### config.mk
export PLATFORM = sky130hd
export DESIGN_NAME = jk_monitor
export DESIGN_NICKNAME = d
export VERILOG_FILES = /design/src/rtl/jk_monitor.sv
export SDC_FILE = /design/constraint.sdc
export NUM_CORES = 1
export LEC_CHECK = 0
export ABC_CLOCK_PERIOD_IN_PS = 4050
export CAP_MARGIN = 20
export CORE_MARGIN = 2
export CORE_UTILIZATION = 45
export DETAILED_ROUTE_END_ITERATION = 10
export PLACE_DENSITY = 0.72
export SLEW_MARGIN = 15
export SYNTH_ARGS = -nofsm -noshare
export SYNTH_HDL_FRONTEND = slang
export SYNTH_SLANG_ARGS = --single-unit
export TNS_END_PERCENT = 5
### constraint.sdc
create_clock -name clk -period 4.05 [get_ports clk]
set_input_delay 0.81 -clock clk [delete_from_list [all_inputs] [get_ports clk]]
set_output_delay 0.81 -clock clk [all_outputs]
set_load 0.01 [all_outputs]
### src/rtl/jk_monitor.sv
// jk_monitor: reference-model checker for an observed JK flip-flop.
// Ports: clk, reset (async active-low); observed dut_reset, dut_set, j, k, q, qbar;
//        clear_stats (sync clear of counters and fault state);
//        model_q, state (0 IDLE, 1 CHECK, 2 FAULT), err_flag, err_count,
//        toggle_count, cycle_count, first_err_cycle.
module jk_monitor #(
    parameter int CNT_W = 16,
    parameter int ERR_W = 8
) (
    input  logic             clk,
    input  logic             reset,
    input  logic             dut_reset,
    input  logic             dut_set,
    input  logic             j,
    input  logic             k,
    input  logic             q,
    input  logic             qbar,
    input  logic             clear_stats,
    output logic             model_q,
    output logic [1:0]       state,
    output logic             err_flag,
    output logic [ERR_W-1:0] err_count,
    output logic [CNT_W-1:0] toggle_count,
    output logic [CNT_W-1:0] cycle_count,
    output logic [CNT_W-1:0] first_err_cycle
);
    typedef enum logic [1:0] {IDLE, CHECK, FAULT} state_t;
    state_t st;
    // model_q is the value computed at the previous edge, so it is the
    // expectation for q sampled at this edge
    logic next_q, mismatch, toggle;
    logic [CNT_W-1:0] cc_next;
    always_comb begin
        next_q   = dut_reset ? 1'b0 : dut_set ? 1'b1 : (j & k) ? ~model_q : (j | k) ? j : model_q;
        mismatch = (st != IDLE) && (q != model_q || qbar == q);
        toggle   = j & k & ~dut_reset & ~dut_set;
        cc_next  = &cycle_count ? cycle_count : cycle_count + 1'b1;
    end
    always_ff @(posedge clk or negedge reset) begin
        if (!reset) begin
            st              <= IDLE;
            model_q         <= 1'b0;
            err_count       <= '0;
            toggle_count    <= '0;
            cycle_count     <= '0;
            first_err_cycle <= '0;
        end else if (st == IDLE) begin
            if (dut_reset || dut_set) begin
                model_q <= next_q;
                st      <= CHECK;
            end
        end else begin
            model_q <= next_q;
            if (clear_stats) begin
                err_count       <= '0;
                toggle_count    <= '0;
                cycle_count     <= '0;
                first_err_cycle <= '0;
                st              <= CHECK;
            end else begin
                cycle_count <= cc_next;
                if (toggle && !(&toggle_count))
                    toggle_count <= toggle_count + 1'b1;
                if (mismatch) begin
                    if (!(&err_count))
                        err_count <= err_count + 1'b1;
                    // only the first mismatch since the last clear is recorded
                    if (st == CHECK) begin
                        first_err_cycle <= cc_next;
                        st              <= FAULT;
                    end
                end
            end
        end
    end
    assign state    = st;
    assign err_flag = (st == FAULT);
endmodule

# == Yosys cells after proc, flatten, opt, wreduce, memory -nomap -nowiden ==
# Index checks and enable logic that the tools add are counted.
# classes
n_addsub,3
eq_ne,6
n_mux,21
n_bitwise,8
n_reduce_logical,19
# ops
operator,count
$mux 16,7
$add 16x1->16 const B,2
$reduce_and 16->1,2
$mux 8,3
$mux 2,5
$reduce_and 3->1,3
$add 8x1->8 const B,1
$reduce_and 8->1,1
$reduce_bool 2->1,4
$mux 1,6
$reduce_bool 3->1,2
$not 1->1,4
$and 1x1->1,3
$eq 2x1->1 const B,1
$eq 2x2->1 const B,1
$logic_and 1x1->1,2
$logic_not 2->1,1
$logic_or 1x1->1,2
$ne 2x1->1 const B,1
$ne 2x2->1 const B,1
$reduce_and 2->1,1
$eq 1x1->1,1
$logic_not 1->1,1
$ne 1x1->1,1
$or 1x1->1,1
# totals
register_bits,59
inputBits,9
out_inout_bits,60
wordCells,63

# == Longest topological paths before layout ==
# Gate-level depths: netlist of the first run.
# depth
word_depth,7
ltp_mapped,7
ltp_nobuf,6

# == Least setup slack after synthesis of the first run ==
# No wires, ideal clock.
# synth_timing
path_kind,in2reg
from,input dut_reset
to,register toggle_count[10]
setup_time_ns,0.126
arrival_ns,2.204
required_time_ns,3.924
path_slack_ns,1.720
stages,5
path_buffers,1
path_cell_list,nand4bb_1 > or3_1 > buf_2 > or4_4 > a221o_1
# synth_between
elab_chain_cells,6
# synth_lines
item,line_no,rtl
"start, declared",12,"input logic dut_reset,"
$not 1->1,36,toggle = j & k & ~dut_reset & ~dut_set;
$and 1x1->1 (2 in a row),36,
$logic_and 1x1->1,62,if (toggle && !(&toggle_count))
$reduce_bool 2->1 (no line),n/a,
$reduce_and 2->1 (no line),n/a,
"end signal, assigned",63,toggle_count <= toggle_count + 1'b1;
"end, declared",23,"output logic [CNT_W-1:0] toggle_count,"
# No other way between the ends.
# A chain may end at the register's enable or synchronous reset.

# == Final worst setup path of the first run ==
# layout_timing
from,input qbar
to,register first_err_cycle[4]
# layout_between
elab_chain_cells,5
# layout_lines
item,line_no,rtl
"start, declared",17,"input logic qbar,"
$eq 1x1->1,35,mismatch = (st != IDLE) && (q != model_q || qbar == q);
$logic_or 1x1->1,35,
$logic_and 1x1->1,35,
$reduce_bool 2->1 (no line),n/a,
$reduce_and 3->1 (no line),n/a,
"end signal, assigned",69,first_err_cycle <= cc_next;
"end, declared",25,output logic [CNT_W-1:0] first_err_cycle
# No other way between the ends.

==> flow_summary.toml, run 1 <==
[placed_design]
numPortBuffers = 68
dp_hpwl_mm = 5.96
place.gp.congestion = 0.855

[setup_path]
worstSetupEndpointType = "register"
cp-start-kind = "primary input"
r2r_setup_slack_ns = 1.63
worstPathRequired_ns = 4.32
crit_arrival_ns = 2.97
crit_type = "primary input to register"
crit_fanout = 21

[synthesis]
synth_edf_count = 0
yosysWarnings = 0
syn_area_per_cell_um2 = 9.11
synth_nets = 381
yosysTopAreaCellShare_pct = 43.9
synth-async-reset-ratio_pct = 100
synth_area_leader_cell = "dfrtp_1"
synth_seq_area_share_pct = 43.9
synth.distinct_cells = 60
ys.flop_type = "dfrtp_1"
synth_seq_cells = 59
synth_area_um2 = 3360
synthTopCellsByArea = "dfrtp_1, nand2_1, nor2_1, a21oi_1, mux2i_1"
synthCells = 369

[run_status]
status = "completed"

[drt]
wl_per_cell_um = 15.9
dr_total_vias = 3108
remaining_drc_errors = 0
drt_iter0_markers = 151
drt-total-wl_mm = 8.52
ant_nets = 0
avgViaCountPerCell = 5.80
dr.pass1.iters = 4

[die]
rows = 31
io_pins = 69
initial_core_util_pct = 46.3
fp.dieH_um = 90.4
die_width_um = 90.4
core_area_um2 = 7250
dieArea_um2 = 8180

[clocking]
cts_resized = 0
clkTransAtPathRegs_ns = 0.06
cts_hold_buffers = 0
numCtsBuffers = 9
clkLatencyLatePin_ns = 0.33
cts_num_sinks = 59
cts_buffer_depth = 2
cts_root_buf = "clkbuf_8"
tritoncts = "yes"
post_cts_buffers = 0
h-tree-depth = 3

[global_route]
grt_pass1_wl_mm = 14.5
grt_max_degree = 47
antenna_found_initial = 0
grt_pass1_vias = 2985
gr-total-overflow = 0
grtUsageTotal_pct = 21.6

[power_and_ir_drop]
p_total_mw = 1.47
vdd.ir_drop.worst_mv = 0.166
p_per_area_nw_per_um2 = 339
leakage_nw = 1.77

[cells_and_area]
area_growth_pct = 29.1
drive_gt1_share_pct = 7.78
nNetsFinal = 444
fillers = 666
diodes = 0

[timing]
fin_crit_ns = 2.70
period_share_pct = 66.6
slew_viol_final = 0
rsz0062_at_grt = "no"
setup_viol = 0
setup_tns_ns = 0
finalClockSkew_ns = 0.00659
tightest_slew_ns = 0.956
finalHoldViolations = 0
slew-limit-headroom_pct = 36.0
fmax_mhz = 371

[run]
max-cap-violations = 0

[min_path]
hp-class = "primary input to async pin"
## metrics by stage
| stage | utilization [%] | cells | worst slack (ns) | instance area (µm²) | hold slack, ns |
|---|---|---|---|---|---|
| 3_3_place_gp | 56.7 | 519 | 1.06 | 4110 | 0.479 |
| 4_1_cts | 59.5 | 535 | 1.36 | 4320 | 0.505 |
| 6_report | 59.8 | 536 | 1.35 | 4340 | 0.367 |
| 3_5_place_dp | 56.7 | 519 | 1.01 | 4110 | 0.491 |
| 5_1_grt | 59.8 | 536 | 1.24 | 4340 | 0.378 |
| 2_1_floorplan | - | 369 | 1.72 | 3360 | 0.514 |
## synthesized netlist by cell type (all sizes together) (7+ instances only)
| cell | instances |
|---|---|
| a22o | 11 |
| nor3 | 14 |
| dfrtp | 59 |
| nand4 | 11 |
| a21oi | 23 |
| nand3 | 18 |
| clkbuf | 17 |
| xnor2 | 7 |
| nand2 | 35 |
| o21ai | 23 |
| nor2 | 34 |
| a221o | 7 |
| inv | 8 |
| mux2i | 11 |
| nor4 | 9 |
## cell families (layout without fill, tap and decap cells)
logic type	after synthesis	count (layout)	synth area share, %
adder cells (fa/ha/maj)	3	3	1.12
buffers and inverters	30	98	3.54
AO/OA/AOI/OAI	101	101	21.0
flip-flops	59	59	43.9
multiplexers	12	12	3.61
AND/OR/NAND/NOR	154	154	24.2
XOR/XNOR	10	10	2.61
## path summary, 6_finish.rpt
path	start	cells past startpoint	to
max	qbar	7	first_err_cycle[4]
min	reset	1	first_err_cycle[2]
max reg2reg	cycle_count[0]	5	first_err_cycle[14]
min reg2reg	first_err_cycle[6]	2	first_err_cycle[6]
max in group asynchronous	reset	2	err_count[0]
min in group clk	first_err_cycle[6]	2	first_err_cycle[6]
## per-layer routing
| layer | wire (µm) | track usage [%] |
|---|---|---|
| met1 | 3970 | 28.8 |
| met4 | 85 | 7.44 |
| met5 | 0 | 0 |
| met2 | 3980 | 34.6 |
| met3 | 486 | 5.34 |
## final cells by class
type	instances	area, µm²	share of cell area (%)
Sequential cell	59	1480	34.0
Inverter	8	30.0	0.692
Clock inverter	1	30.0	0.692
Timing Repair Buffer	74	733	16.9
Tap cell	99	124	2.86
Clock buffer	15	176	4.07
Multi-Input combinational cell	280	1770	40.8
## registers in the layout, indices dropped and copies added (netlist names)
| register | count |
|---|---|
| cycle_count | 16 |
| first_err_cycle | 16 |
| model_q | 1 |
| state | 2 |
| err_count | 8 |
| toggle_count | 16 |
## placed cells by master, fill, tap and decap left out, types with 8 or more instances in the layout
cell / netlist / layout
mux2i_1: 11 / 11
nor2_1: 33 / 32
nand4_1: 10 / 10
a22o_1: 11 / 11
nand2_1: 35 / 35
inv_1: 8 / 8
dfrtp_1: 59 / 59
a21oi_1: 23 / 23
clkdlybuf4s50_1: 0 / 67
clkbuf_8: 0 / 12
o21ai_0: 20 / 19
nand3_1: 18 / 18
nor3_1: 14 / 14
## worst max-delay path, cell delays in order
cell and delay (ns):
clkdlybuf4s50_1 0.46, and3b_1 0.18, nor3_1 0.17, o21ai_1 0.07, buf_4 0.23, nor2_1 0.75
a32o_1 0.28
## where the power goes
group	switching, mW	internal [mW]
Combinational	0.136	0.114
Sequential	0.0397	0.618
Clock	0.227	0.336
No activity file was read; power rests on OpenSTA's default activity.
==> inputs of run 2 (changes only) <==
- ABC_CLOCK_PERIOD_IN_PS: 4050 -> 2600
- clock period: 4.05 -> 2.6 ns (I/O delays scaled with it)
==> flow_summary.toml, run 2 (synthesis gave the netlist of run 1 again) <==
[setup_path]
worstSetupEndpointType = "register"
crit_fanout = 4
cp-start-kind = "primary input"
crit_arrival_ns = 2.46
crit_type = "primary input to register"
worstPathRequired_ns = 2.82

[timing]
finalHoldViolations = 0
fmax_mhz = 447
finalClockSkew_ns = 0.00585
whs_ns = 0.122
rsz0062_at_grt = "no"
period_share_pct = 86.1
tightest_slew_ns = 1.02
setup_viol = 0
slew-limit-headroom_pct = 32.0
setup_tns_ns = 0
slew_viol_final = 0
fin_crit_ns = 2.24

[cells_and_area]
fillers = 655
nNetsFinal = 451
regArea_um2 = 1480
instances_no_fill = 542
final_common_cell = "clkdlybuf4s50_1"
final_cell_mix = "clkdlybuf4s50_1, dfrtp_1, nand2_1"
drive_gt1_share_pct = 9.26
top_regs = "cycle_count (16), first_err_cycle (16), toggle_count (16)"
area_growth_pct = 29.6
final_core_util_pct = 60.1
diodes = 0
multiInputGateArea_um2 = 1770

[global_route]
antenna_found_initial = 0
grt_pass1_wl_mm = 14.5
grt_pass1_vias = 3072
grt_max_degree = 49
grtUsageTotal_pct = 22.0
gr-total-overflow = 0

[drt]
drt_iter0_markers = 170
dr.pass1.iters = 4
wl_per_cell_um = 16.1
drt-total-wl_mm = 8.73
ant_nets = 0
avgViaCountPerCell = 5.89
dr_total_vias = 3192
remaining_drc_errors = 0

[clocking]
post_cts_buffers = 0
clkTransAtPathRegs_ns = 0.07
cts_resized = 0
cts_hold_buffers = 0
cts_buffer_depth = 2
tritoncts = "yes"
cts_num_sinks = 59
cts_root_buf = "clkbuf_8"
clkLatencyLatePin_ns = 0.34
numCtsBuffers = 9
h-tree-depth = 3

[placed_design]
place.gp.congestion = 0.894
dp_hpwl_mm = 6.22
dp.cells = 527
numPortBuffers = 68

[run]
max-cap-violations = 0

[die]
die_width_um = 90.4
core_area_um2 = 7250
rows = 31
fp.dieH_um = 90.4
io_pins = 69
initial_core_util_pct = 46.3
dieArea_um2 = 8180

[power_and_ir_drop]
leakage_nw = 1.79
vdd.ir_drop.worst_mv = 0.289
p_total_mw = 2.15
p_per_area_nw_per_um2 = 493

[run_status]
status = "completed"

[min_path]
hp-class = "primary input to async pin"
[run 2: cell types whose count changed in the layout (fill, tap and decap cells not counted), sizes merged]
cell    change
bufinv      -1
clkinv      +3
buf         +7
clkbuf      -3
[run 2: through the flow]
stage,setup slack (ns),instance area (µm²)
after global placement,0.0509,4200
after CTS,0.383,4360
after detailed placement,0.0259,4200
after global routing,0.229,4360
after floorplan,0.448,3360
final,0.361,4360
[run 2: where the power goes]
part / total [mW] / internal, mW / switching [mW]
registers: 1.02 / 0.963 / 0.0613
clock network: 0.720 / 0.362 / 0.358
logic: 0.405 / 0.190 / 0.215
total: 2.15 / 1.51 / 0.634
[run 2: worst paths after layout]
check                                            to          startpoint  slack, ns  cells after the start
worst max-delay path               toggle_count[10]           dut_reset       0.36                      5
worst min-delay path            first_err_cycle[11]               reset       0.12                      1
worst max register to register   first_err_cycle[1]      cycle_count[0]       0.36                      6
worst min register to register   first_err_cycle[6]  first_err_cycle[6]       0.48                      2
max in group asynchronous              err_count[0]               reset       1.88                      2
min in group clk                 first_err_cycle[6]  first_err_cycle[6]       0.48                      2
[run 2: cell type report]
class,instances,share of cell area (%)
multi-input combinational,280,40.6
sequential,59,33.9
timing repair buffer,81,18.3
clock buffer,12,3.33
tap,99,2.84
inverter,8,0.689
clock inverter,3,0.345
[run 2: routing by layer]
layer,track usage [%],vias to the layer above,part of all wire [%]
met5,0,-,0
met4,6.28,0,1.3
met3,6.51,13,6.2
met2,35.7,97,47
met1,28.6,1555,45
li1,-,1527,-
[run 2: worst max-delay path, stage by stage]
cell and delay (ns):
clkdlybuf4s50_1 0.45, nand4bb_1 0.28, or3_1 0.46, or4_4 0.45
a221o_1 0.31
